## config.mk

```make
export PLATFORM = sky130hd
export DESIGN_NAME = serial_endpoint
export DESIGN_NICKNAME = d
export VERILOG_FILES = /design/src/rtl/serial_pkg.sv /design/src/rtl/byte_fifo.sv /design/src/rtl/serial_endpoint.sv
export SDC_FILE = /design/constraint.sdc
export NUM_CORES = 1
export LEC_CHECK = 0
export CORE_MARGIN = 4
export CORE_UTILIZATION = 40
export DETAILED_ROUTE_END_ITERATION = 10
export GPL_TIMING_DRIVEN = 0
export PLACE_DENSITY = 0.67
export SYNTH_ARGS = -nofsm -noshare
export SYNTH_HDL_FRONTEND = slang
export SYNTH_HIERARCHICAL = 1
export SYNTH_SLANG_ARGS = --single-unit
```

## constraint.sdc

```tcl
create_clock -name clock -period 4.05 [get_ports clock]
set_clock_uncertainty 0.05 [all_clocks]
set_input_delay 0.6075 -clock clock [delete_from_list [all_inputs] [get_ports clock]]
set_output_delay 0.6075 -clock clock [all_outputs]
set_load 0.03 [all_outputs]
```

## src/rtl/serial_pkg.sv

```systemverilog
// serial_pkg: shared byte type and default FIFO depth for the serial endpoint.
package serial_pkg;
  typedef logic [7:0] byte_t;
  localparam int SERIAL_FIFO_DEPTH = 8;
endpackage

```

## src/rtl/byte_fifo.sv

```systemverilog
// byte_fifo: synchronous byte FIFO; push refused when full, pop ignored when empty.
module byte_fifo
  import serial_pkg::*;
#(
  parameter int DEPTH = SERIAL_FIFO_DEPTH
) (
  input  logic                     clock,
  input  logic                     reset,
  input  logic                     push,
  input  logic                     pop,
  input  byte_t                    data_in,
  output byte_t                    data_out,
  output logic                     full,
  output logic                     empty,
  output logic [$clog2(DEPTH):0]   count
);
  localparam int AW = $clog2(DEPTH);
  byte_t mem [DEPTH];
  logic [AW-1:0] rd_ptr, wr_ptr;
  logic do_push, do_pop;
  assign full = count == (AW+1)'(DEPTH);
  assign empty = count == '0;
  assign do_push = push && !full;
  assign do_pop = pop && !empty;
  assign data_out = mem[rd_ptr];
  always_ff @(posedge clock)
    if (do_push) mem[wr_ptr] <= data_in;
  always_ff @(posedge clock) begin
    if (reset) begin
      rd_ptr <= '0;
      wr_ptr <= '0;
      count <= '0;
    end else begin
      if (do_push) wr_ptr <= wr_ptr + AW'(1);
      if (do_pop) rd_ptr <= rd_ptr + AW'(1);
      count <= count + (AW+1)'(do_push) - (AW+1)'(do_pop);
    end
  end
endmodule

```

## src/rtl/serial_endpoint.sv

```systemverilog
// serial_endpoint: RX/TX byte FIFOs between a processor and a host port.
// Optional SERIAL_LOOPBACK_EN adds loopback_in, routing TX bytes straight into RX.
module serial_endpoint
  import serial_pkg::*;
#(
  parameter int DEPTH = SERIAL_FIFO_DEPTH
) (
  input  logic  clock,
  input  logic  reset,
`ifdef SERIAL_LOOPBACK_EN
  input  logic  loopback_in,
`endif
  input  byte_t proc_data_in,
  input  logic  proc_wren_in,
  input  logic  proc_rden_in,
  output byte_t proc_data_out,
  output logic  proc_valid_out,
  output logic  proc_ready_out,
  input  byte_t host_rx_data_in,
  input  logic  host_rx_valid_in,
  output logic  host_rx_ready_out,
  output byte_t host_tx_data_out,
  output logic  host_tx_valid_out,
  input  logic  host_tx_ready_in,
  output logic  overflow_out
);
  localparam int CW = $clog2(DEPTH) + 1;
  logic lb;
  logic rx_full, rx_empty, tx_full, tx_empty, rx_push, tx_pop, lb_move;
  byte_t rx_head, tx_head, rx_in;
  logic [CW-1:0] rx_count, tx_count;
`ifdef SERIAL_LOOPBACK_EN
  assign lb = loopback_in;
`else
  assign lb = 1'b0;
`endif
  assign lb_move = lb && !tx_empty && !rx_full;
  assign rx_push = lb ? lb_move : host_rx_valid_in;
  assign rx_in = lb ? tx_head : host_rx_data_in;
  assign tx_pop = lb ? lb_move : host_tx_ready_in;
  assign host_rx_ready_out = !lb && !rx_full;
  assign host_tx_valid_out = !lb && !tx_empty;
  assign proc_valid_out = !rx_empty;
  assign proc_ready_out = !tx_full;
  // storage is unreset, so heads are masked to zero while their FIFO is empty
  assign proc_data_out = rx_count != '0 ? rx_head : 8'h00;
  assign host_tx_data_out = tx_count != '0 ? tx_head : 8'h00;
  always_ff @(posedge clock)
    if (reset) overflow_out <= 1'b0;
    else if (proc_wren_in && tx_full) overflow_out <= 1'b1;
  byte_fifo #(.DEPTH(DEPTH)) u_rx (
    .clock(clock), .reset(reset), .push(rx_push), .pop(proc_rden_in),
    .data_in(rx_in), .data_out(rx_head), .full(rx_full), .empty(rx_empty), .count(rx_count)
  );
  byte_fifo #(.DEPTH(DEPTH)) u_tx (
    .clock(clock), .reset(reset), .push(proc_wren_in), .pop(tx_pop),
    .data_in(proc_data_in), .data_out(tx_head), .full(tx_full), .empty(tx_empty), .count(tx_count)
  );
endmodule

```

==> reports/qor.txt <==
Outcome -> completed
GP Congestion -> 0.717
Count leader, synth -> edfxtp_1
Setup bufs post-CTS -> 0
Clock latency on the worst-skew pair -> 0.41 ns
Period utilization -> 86.2%
Boundary Pins -> 43
# diodes -> 0
Row count -> 46
Core area -> 0.0159 mm^2
Finish-stage setup viols -> 0
Worst R2R Start -> u_rx/count[2]$_SDFF_PP0_
Worst slew pin tran -> 1.31 ns
CTS Buffer Depth -> 2
RSZ-0062 raised after global routing -> false
TritonCTS clock tree -> yes
Total global-route track usage -> 14.2%
Port bufs -> 42
ANT nets after route -> 0
Chip Height -> 136 um
Post-CTS Resized -> 0
CTS Hold Buffers Added -> 0
Max Cap Viol -> 0
Yosys reg bits -> 155
Rel. slew slack -> 12.2%
Inserted Clock Buffers -> 17
GR Overflow Total -> 0
VDD IR max -> 0.428 mV
Hold path startpoint -> overflow_out$_SDFFE_PP0P_
DRT Pass-1 Iters -> 4
Synth unique cells -> 32
Fin Setup TNS -> 0 ns
Worst hold path type -> reg2reg
Share of cells above drive strength 1 -> 17.6%
Arrival @ worst endpoint -> 2.84 ns
Most area-consuming cells after synthesis -> edfxtp_1, mux4_1, dfxtp_1, mux2_2, ha_1
CTS sink cnt -> 155
Final std cells w/o fill -> 665
Cell area after synthesis -> 0.00655 mm^2
Final nets -> 475
Inst Count DP -> 634
Max Freq -> 0.286 GHz
WL final -> 12.2 mm
Critical Path Source Type -> flop
Synth warnings -> 6
Post-route minimum period -> 3.49 ns
Crit path required time -> 3.39 ns
Synth Area per Inst -> 17.6 um^2
EDFF count, synth -> 128
DR WL/cell -> 18.3 um
Drc violations -> 0
Largest net degree at the start of global routing -> 17
Main flop type after synthesis -> edfxtp_1
Area fraction of the dominant cell type after synthesis -> 58.7%
Mapped Cells -> 373
Via count -> 3390
First-pass GRT wire length -> 19.3 mm
H-tree lvl count -> 4
Initial antenna violation count -> 0
Register area share after synthesis -> 67.0%
Starting Density -> 41.1%
Vias in the first global route -> 3497
Post-synth top area cell -> edfxtp_1
Die Wd -> 136 um
Commonest cells post-synth -> edfxtp_1, mux4_1, dfxtp_1, nor2b_1, mux2_2
Clock-pin slew on the worst setup and hold paths -> 0.06 ns
Leak -> 2.68 nW
Fin. Hold Viols -> 0
Crit Path Class -> reg2out
Vias per cell -> 5.10
Clk root buf -> clkbuf_16
Max Slew Vio Count -> 0
Initial drt markers -> 183
Layout area overhead -> 21.1%
Filler cells -> 1327
Die area -> 0.0185 mm^2
Maximum fanout along the worst path -> 10
Post-DP HPWL -> 7.91 mm
CP Capture Type -> primary output
Async set-reset flop share out of synthesis -> 0%
Post-Syn Nets -> 411
PwrDens -> 640 mW/mm^2
[metrics by stage]
stage               total power [mW]  area [um^2]  hold slack, ns  setup slack, ns  util [%]
finish                          5.08         7930           0.459            0.557      49.7
global route                    5.33         7930           0.479            0.403      49.7
CTS                             5.14         7920           0.466            0.519      49.7
detailed placement              3.45         7290           0.455            0.962      45.7
global placement                3.39         7240           0.412            0.672      45.4
floorplan                       2.95         6550           0.425             1.81         -
[worst paths after layout]
kind	endpoint	cells after the start	slack, ns
setup / recovery	host_tx_data_out[3]	6	0.56
hold / removal	overflow_out$_SDFFE_PP0P_	2	0.46
setup reg to reg	u_rx/mem[2][5]$_DFFE_PP_	5	1.46
hold reg to reg	overflow_out$_SDFFE_PP0P_	2	0.46
[where the power goes]
part / switching, mW / total, mW / internal, mW
Sequential: 0.0869 / 1.96 / 1.87
Clock: 0.593 / 1.68 / 1.08
Combinational: 0.762 / 1.44 / 0.681
[state kept, by name, indices dropped and copies added, names as in the netlist, named ones only]
| register | count |
|---|---|
| u_rx/mem | 64 |
| u_tx/mem | 64 |
| u_rx/count | 4 |
| u_tx/count | 4 |
| u_rx/rd_ptr | 3 |
| u_rx/wr_ptr | 3 |
| u_tx/rd_ptr | 3 |
| u_tx/wr_ptr | 3 |
| overflow_out | 1 |
[cells in the final DEF, fill, tap and decap left out, types with 3 or more instances in the layout]
cell type        count
mux2_2              22
nand2b_1            10
clkdlybuf4s50_1     42
clkbuf_1             5
mux4_1              30
bufinv_16            5
nor2b_1             24
nor2_1              17
clkbuf_16           17
clkinvlp_4           3
inv_1               16
o21ai_0              6
dfxtp_1             27
nor3_2               6
buf_2                4
ha_1                14
or3_1                4
a21oi_1             13
mux2i_1              4
nand2_1              8
buf_4                3
nand3_1              6
edfxtp_1           128
[cells by family after synthesis]
kind of cell             count (synthesis)  share of synthesized area (%)
AND/OR/NAND/NOR                         89                           7.85
adder cells (fa/ha/maj)                 16                           3.29
multiplexers                            58                           17.1
flip-flops                             155                           67.0
XOR/XNOR                                 4                          0.535
AO/OA/AOI/OAI                           21                           1.72
buffers and inverters                   30                           2.52
[worst max-delay path, cell delays in order, from the launching register on]
cell	delay, ns
dfxtp_1	0.31
clkbuf_1	0.37
buf_2	0.37
mux4_1	0.34
mux2_2	0.29
nor2b_1	0.13
clkdlybuf4s50_1	0.61
[routing by layer]
metal | track usage [%] | vias up | wire length (um)
li1 | - | 1586 | -
met1 | 17.7 | 1725 | 5240
met2 | 23.9 | 67 | 6290
met3 | 4.33 | 12 | 555
met4 | 3.86 | 0 | 108
met5 | 0 | - | 0
[area by class of cell]
type	count	area (um^2)	area share (%)
Buffer	14	105	1.33
Clock buffer	18	429	5.41
Clock inverter	13	199	2.51
Inverter	16	60.1	0.757
Multi-Input combinational cell	188	2040	25.7
Sequential cell	155	4380	55.3
Tap cell	216	270	3.41
Timing Repair Buffer	45	443	5.58
Power figures use the tool's default switching activity.
